--- src/rtl/router_port_scheduler.sv ---
// Output-port scheduler: round-robin arbitration over 5 requesters, select/grant handshake
// toward the merge, gated by downstream credits. Optional macro SCHED_CORE_PRIO_EN gives req[4] priority.
module router_port_scheduler #(
    parameter int unsigned NREQ    = 5,
    parameter int unsigned CREDITS = 4,
    parameter int unsigned CW      = $clog2(CREDITS + 1)
) (
    input  logic            clk,
    input  logic            rst,
    input  logic [NREQ-1:0] req,
    output logic [NREQ-1:0] grant,
    output logic            sel_valid,
    input  logic            sel_ready,
    output logic [2:0]      sel_code,
    input  logic            credit_return,
    output logic [CW-1:0]   credit_cnt,
    output logic            credit_ovf
);

    typedef enum logic {ST_IDLE, ST_ISSUE} state_t;

`ifdef SCHED_CORE_PRIO_EN
    localparam int unsigned RR_N = NREQ - 1;
`else
    localparam int unsigned RR_N = NREQ;
`endif

    state_t        r_state;
    state_t        w_state_next;
    logic [2:0]    r_ptr;
    logic [2:0]    w_ptr_next;
    logic [2:0]    r_sel_code;
    logic [2:0]    w_winner;
    logic          w_found;
    logic          w_start;
    logic          w_hs;
    logic [CW-1:0] r_credit;
    logic          r_ovf;

    always_comb begin : arb
        logic [2:0] idx;
        w_found  = 1'b0;
        w_winner = '0;
        idx      = '0;
`ifdef SCHED_CORE_PRIO_EN
        if (req[NREQ-1]) begin
            w_found  = 1'b1;
            w_winner = 3'(NREQ - 1);
        end
`endif
        for (int unsigned i = 0; i < RR_N; i++) begin
            idx = 3'((32'(r_ptr) + i) % RR_N);
            if (!w_found && req[idx]) begin
                w_found  = 1'b1;
                w_winner = idx;
            end
        end
    end

    // Handshake is suppressed during reset so an abandoned select never produces a grant.
    assign w_start = (r_state == ST_IDLE) && w_found && (r_credit != '0);
    assign w_hs    = (r_state == ST_ISSUE) && sel_ready && !rst;

    always_comb begin
        w_ptr_next = r_ptr;
`ifdef SCHED_CORE_PRIO_EN
        if (r_sel_code != 3'(NREQ - 1))
            w_ptr_next = (r_sel_code == 3'(RR_N - 1)) ? '0 : r_sel_code + 3'd1;
`else
        w_ptr_next = (r_sel_code == 3'(RR_N - 1)) ? '0 : r_sel_code + 3'd1;
`endif
    end

    always_comb begin
        w_state_next = r_state;
        case (r_state)
            ST_IDLE:  if (w_start) w_state_next = ST_ISSUE;
            ST_ISSUE: if (w_hs)    w_state_next = ST_IDLE;
            default:               w_state_next = ST_IDLE;
        endcase
    end

    always_ff @(posedge clk) begin
        if (rst) r_state <= ST_IDLE;
        else     r_state <= w_state_next;
    end

    always_ff @(posedge clk) begin
        if (rst) begin
            r_sel_code <= '0;
            r_ptr      <= '0;
            r_credit   <= CW'(CREDITS);
            r_ovf      <= 1'b0;
        end else begin
            if (w_start) r_sel_code <= w_winner;
            if (w_hs)    r_ptr      <= w_ptr_next;
            // A credit consumed and returned in the same cycle cancels out.
            if (w_hs && !credit_return) begin
                r_credit <= r_credit - CW'(1);
            end else if (!w_hs && credit_return) begin
                if (r_credit == CW'(CREDITS)) r_ovf    <= 1'b1;
                else                          r_credit <= r_credit + CW'(1);
            end
        end
    end

    assign sel_valid  = (r_state == ST_ISSUE);
    assign sel_code   = r_sel_code;
    assign grant      = w_hs ? (NREQ'(1) << r_sel_code) : '0;
    assign credit_cnt = r_credit;
    assign credit_ovf = r_ovf;

endmodule

--- config.mk ---
export PLATFORM = sky130hd
export DESIGN_NAME = router_port_scheduler
export DESIGN_NICKNAME = d
export VERILOG_FILES = /design/src/rtl/router_port_scheduler.sv
export SDC_FILE = /design/constraint.sdc
export NUM_CORES = 1
export LEC_CHECK = 0
export CAP_MARGIN = 20
export CORE_UTILIZATION = 50
export DETAILED_ROUTE_END_ITERATION = 7
export GPL_TIMING_DRIVEN = 0
export HOLD_SLACK_MARGIN = 0.02
export PLACE_DENSITY = 0.71
export SYNTH_ARGS = -nofsm -noshare
export SYNTH_HDL_FRONTEND = slang
export SYNTH_SLANG_ARGS = --single-unit
--- constraint.sdc ---
create_clock -name clk -period 14.24 [get_ports clk]
set_clock_uncertainty 0.1 [all_clocks]
set_input_delay 2.136 -clock clk [delete_from_list [all_inputs] [get_ports clk]]
set_output_delay 2.136 -clock clk [all_outputs]
set_load 0.05 [all_outputs]
==> results of run 1 <==
[layout by cell type (no fill, tap or decap), drive strengths merged, types with 3 or more instances in the layout]
master,count
nor3,9
and2,5
nand3b,3
nand3,11
a31oi,6
inv,28
ha,27
o211ai,8
nor2,21
xnor2,8
o21ai,12
nand2b,10
nand2,20
mux2i,12
a21oi,23
buf,5
a21boi,3
dfxtp,11
nor2b,4
o311ai,6
clkbuf,9
clkdlybuf4s50,20
and3,5
[final cells by class]
| cell class | instances | area, um^2 | share of cell area |
|---|---|---|---|
| flip-flops and latches | 11 | 220 | 0.0877 |
| well taps | 50 | 62.6 | 0.0249 |
| repair buffers | 20 | 200 | 0.0797 |
| multi-input cells | 239 | 1840 | 0.731 |
| clock buffers | 4 | 45.0 | 0.0179 |
| plain buffers | 10 | 42.5 | 0.0169 |
| inverters | 28 | 105 | 0.0419 |
[state kept, by name, summed over array words and instances (netlist names)]
register	cells
r_ptr	3
sel_valid	1
credit_ovf	1
sel_code	3
credit_cnt	3
[cell families after synthesis]
family	after synthesis	synth area share
xor+xnor	10	0.0500
simple gates	98	0.240
compound gates	87	0.302
buf+inv	38	0.0670
fa+ha+maj	30	0.176
flops	11	0.0999
mux	14	0.0647
[power by group through the flow]
stage | registers, mW | logic, mW | clock network, mW
final | 0.0420 | 0.174 | 0.0316
after global routing | 0.0428 | 0.192 | 0.0340
after CTS | 0.0420 | 0.173 | 0.0323
after detailed placement | 0.0426 | 0.173 | 0
after global placement | 0.0425 | 0.170 | 0
after floorplan | 0.0519 | 0.124 | 0
[synth_stat cells, types with 2 or more instances]
library cell  number  area share
nor2b_1            4       0.011
a22oi_1            2      0.0068
o31ai_1            2      0.0068
o21ai_0           12       0.027
clkbuf_1           5      0.0085
nor3_1             9       0.020
nand3_1           11       0.025
o22ai_1            2      0.0057
a21oi_1           22       0.050
and2_1             5       0.014
o311ai_1           2      0.0080
mux2i_1           12       0.055
mux2_2             2       0.010
buf_2              4      0.0091
nor2_1            21       0.036
a21o_1             2      0.0068
xnor2_2            2       0.015
nand3b_1           2      0.0068
ha_1              27        0.15
o311ai_0           3       0.012
o211ai_1           8       0.027
fa_1               2       0.018
nand2_1           20       0.034
a31oi_1            5       0.014
o21a_1             2      0.0068
nand2b_1          10       0.028
o221ai_1           2      0.0080
inv_1             27       0.046
and3_1             5       0.014
xnor2_1            6       0.024
dfxtp_1           11        0.10
[stage by stage]
step	area (um^2)	setup slack (ns)	total power [mW]
floorplan	2200	9.01	0.176
global placement	2470	8.07	0.213
detailed placement	2470	8.07	0.215
CTS	2510	8.07	0.248
global route	2510	7.98	0.269
finish	2510	8.06	0.248
[per-layer routing]
layer  GRT usage  share of wire
met1       0.367           0.50
met2       0.376           0.43
met3      0.0267          0.062
met4      0.0234         0.0054
met5           0              0
[worst register-to-register path, cell delays in order (launching register included)]
cell and delay [ns]:
dfxtp_1 0.46, buf_2 0.25, inv_1 0.09, clkbuf_1 0.32
ha_1 0.60, buf_2 0.27, inv_1 0.17, ha_1 0.25
nor2_1 0.20, a21oi_2 0.11, xnor2_2 0.37, ha_1 0.28
nand2b_1 0.10, o211ai_1 0.10, o211ai_1 0.35, or3b_1 0.49
a211oi_2 0.40, nor3_1 0.12, o311ai_1 0.31, a21oi_1 0.10
[worst min path at each step]
stage                  to  cells after the start
2_1_floorplan    r_ptr[1]                      2
3_3_place_gp   credit_ovf                      2
3_5_place_dp   credit_ovf                      2
4_1_cts        credit_ovf                      2
5_1_grt        credit_ovf                      2
6_report       credit_ovf                      2
==> flow_summary.ini, run 1 <==
[run_status]
status = complete, no violations

[route]
ant_nets = 0
vias_per_cell = 6.04
drt_iter0_drc = 180
drtPass1Iterations = 4
dr_total_vias = 2185
wl_um = 5400
wl_per_cell_um = 14.9
drc = 0

[min_path]
worstHoldStart = credit_ovf
hold_class = flip-flop to flip-flop

[setup_path]
startpoint = sel_ready
worst_setup_path_end_kind = primary output
path_common_cell = clkdlybuf4s50_1
cp.arrival_ns = 3.95
r2r_start = r_ptr[0]
cp_slowest_cell = clkdlybuf4s50_1
max_stage_delay_ns = 0.80
worstPathRequired_ns = 12.00
critPathKind = input pin to primary output
cp-endpoint = grant[1]
cp_num_buf_inv = 3
crit_chain = clkdlybuf4s50_1 > nand3_1 > inv_1 > and3_1 > clkdlybuf4s50_1
cp_max_fo = 5
r2r_setup_slack_ns = 8.68
cp_top_family = buffers and inverters
ff2ff_path_depth = 19
worstSetupStartpointType = input pin
cp_num_cells = 5
r2r-end = sel_code[1]

[yosys]
ys_async_sr_fraction = 0
avgSynthCellArea_um2 = 7.65
ys_types = 70
synth_area_um2 = 2200
synth_cells = 288
ys_dominant_reg_cell = dfxtp_1
yosysSeqAreaShare = 0.0999
synth_fp_nets = 326
yosysWarnings = 0
ys_seq_elements = 11
synth-edff-count = 0

[clocking]
htree_num_levels = 1
cts_hold_buf = 0
clock_latency_ns = 0.24
cts_buffer_depth = 2
cts-root-buf = clkbuf_8
post-cts-setup-buffers = 0
cts_sinks = 11
clk_pin_slew_ns = 0.05
tritoncts = done
tritoncts.num_buffers = 3
cts_resized = 0

[power]
internal-power_uw = 124
power_frac_seq = 0.169
p_leak_nw = 1.02
p_clk_frac = 0.128
comb_power_share = 0.703
switching_share = 0.498
powerDensity_nw_per_um2 = 98.7
ir_drop_uv = 40.7
p_switching_uw = 123

[final_layout]
nNetsFinal = 351
antenna-diode-count = 0
area_growth_pct = 14.0
final_core_util = 0.610
drive_gt1_frac = 0.0801
fin_cells = 362
fillers = 399

[global_routing]
overflow = 0
track_usage = 0.243
grt_pass1_wl_um = 8670
antenna_found_initial = 0
grt_max_degree = 14
grt_pass1_vias = 1876

[place]
gp_congestion = 0.920
port-buffer-count = 20
dp_hpwl_um = 4320
placed_cells = 358

[die]
core_area_um2 = 4120
die_area_um2 = 4680
row_count = 23
start_util = 0.535
chipWidth_um = 68.4
die-height_um = 68.4
top_level_ports = 22

[sta]
setup_violations = 0
hold_violations = 0
layout_min_cycle_time_ns = 6.18
whs_ns = 0.379
fmax_ghz = 0.162
relSlewSlack = 0.469
worst_slew_pin_slew_ns = 0.794
grt_setup_unrepaired = no
fin_tns_setup_ns = 0
final_max_slew_viol_count = 0
min_period_over_period = 0.434

[run]
cap_viol_max_count = 0
No activity file was read; power rests on OpenSTA's default activity.
==> inputs of run 2 (changes only) <==
- PLACE_DENSITY: 0.71 -> 0.74
- clock period: 14.24 -> 5.4 ns (I/O delays scaled with it)
==> run 2 against run 1 <==
Against the previous run:
- utilization is 1.2 points higher
- worst hold slack got worse by 0.0058 ns
- routed wire length grew 1.9%
- via count is 1.1% higher
- first-iteration DRC count is 11% lower
- sequential share of layout area shrank 0.11 points
- die area is the same
- sequential cell count did not move
- final cell count up 0.55%
- global-route usage shrank 0.37 points
- setup slack got worse by 7.8 ns
- clock power grew to 2.6 times the previous value
- critical path type is now flip-flop to flip-flop
==> flow_summary.ini, run 2 (same netlist as run 1, synthesis figures left out) <==
[clocking]
htree_num_levels = 1
tritoncts.num_buffers = 3
clock_latency_ns = 0.24
cts_buffer_depth = 2
cts-root-buf = clkbuf_8
cts_sinks = 11
tritoncts = done
clk_pin_slew_ns = 0.05

[global_routing]
grt_max_degree = 14
busiest_layer = met2
overflow = 0
antenna_found_initial = 0
grt_pass1_wl_um = 8580
grtUsageMet2 = 0.381
grtUsageMet1 = 0.347
grtUsageMet3 = 0.0383
grt_pass1_vias = 1843
track_usage = 0.239

[power]
p_clk_frac = 0.124
internal-power_uw = 337
p_switching_uw = 328
p_leak_nw = 1.03
powerDensity_nw_per_um2 = 260
ir_drop_uv = 114
power_frac_seq = 0.166
comb_power_share = 0.710
switching_share = 0.493
power_uw = 665

[setup_path]
critPathKind = flip-flop to flip-flop
worst_setup_path_end_kind = flip-flop
ff2ff_path_depth = 16
cp_slowest_cell = or4b_1
worstSetupStartpointType = flip-flop
cp_num_buf_inv = 1
worstPathRequired_ns = 5.40
r2r_setup_slack_ns = 0.30
cp_top_family = simple AND/OR/NAND/NOR gates
max_stage_delay_ns = 0.55
cp_max_fo = 9
cp_num_cells = 16
cp.arrival_ns = 5.11
crit_chain = inv_1 > ha_1 > nor3_1 > nand2b_1 > xnor2_1 > ha_1 > fa_1 > nor4b_1 > a311o_1 > and2_1 > o311ai_1 > a21boi_2 > nand3b_4 > or4b_1 > o311ai_1 > a21oi_1

[min_path]
whs_path_depth = 2
hold_class = flip-flop to flip-flop

[sta]
relSlewSlack = 0.591
final_max_slew_viol_count = 0
fin_tns_setup_ns = 0
layout_min_cycle_time_ns = 5.10
fmax_ghz = 0.196
worst_slew_pin_slew_ns = 0.611
hold_violations = 0
min_period_over_period = 0.945
whs_ns = 0.374
setup_violations = 0
grt_setup_unrepaired = no

[route]
drtPass1Iterations = 4
drc = 0
dr_total_vias = 2208
drt_iter0_drc = 161
wl_um = 5500
ant_nets = 0
vias_per_cell = 6.07
wl_per_cell_um = 15.1

[place]
dp_hpwl_um = 4240
gp_congestion = 0.920
placed_cells = 358
port-buffer-count = 20
placed_area_um2 = 2470

[die]
row_count = 23
die-height_um = 68.4
die_area_um2 = 4680
core_area_um2 = 4120
chipWidth_um = 68.4
start_util = 0.535
top_level_ports = 22

[final_layout]
drive_gt1_frac = 0.102
area_growth_pct = 16.1
fin_cells = 364
fillers = 400
nNetsFinal = 353
antenna-diode-count = 0
finalInstanceArea_um2 = 2560
multiInputGateArea_um2 = 1860
regArea_um2 = 221
final_cell_mix = inv_1 (26), ha_1 (26), a21oi_1 (22)

[run_status]
status = complete, no violations

[run]
cap_viol_max_count = 0
-- run 2: layout make-up --
cell class | instances | share of cell area
multi-input cells | 239 | 0.727
well taps | 50 | 0.0244
clock buffers | 4 | 0.0176
repair buffers | 23 | 0.0870
plain buffers | 9 | 0.0152
inverters | 28 | 0.0425
flip-flops and latches | 11 | 0.0866
-- run 2: worst register-to-register path: cells and delay by family (launching register included) --
family          cells  cell delay (ns)
flops               1             0.54
xor+xnor            1             0.09
fa+ha+maj           3             1.15
compound gates      5             1.23
simple gates        6             1.57
buf+inv             1             0.29
-- run 2: worst paths after layout --
check | from | endpoint
setup / recovery | r_ptr[1] | sel_code[1]
hold / removal | credit_ovf | credit_ovf
setup reg to reg | r_ptr[1] | sel_code[1]
hold reg to reg | credit_ovf | credit_ovf
-- run 2: per-stage QoR --
stage	setup WS, ns	utilization
2_1_floorplan	0.815	-
3_3_place_gp	0.00750	0.599
6_report	0.295	0.622
3_5_place_dp	0.0363	0.599
5_1_grt	0.0378	0.622
4_1_cts	0.00707	0.610
-- run 2: power groups by stage --
stage	clock [mW]	combinational, mW	sequential, mW
global route	0.0881	0.518	0.113
finish	0.0823	0.472	0.111
global placement	0	0.445	0.112
floorplan	0	0.327	0.137
CTS	0.0832	0.455	0.111
detailed placement	0	0.452	0.112
-- run 2: what timing repair did --
action	4_1_cts	5_1_grt
buffers inserted	0	3
hold buffers	0	0
gates resized for setup	0	6
setup endpoints to repair	0	4
-- run 2: per-layer routing --
metal	part of all wire	vias to the layer above	wire length [um]
li1	-	1113	-
met3	0.043	2	235
met1	0.51	1038	2790
met4	0.0018	0	10
met2	0.45	55	2460
met5	0	-	0
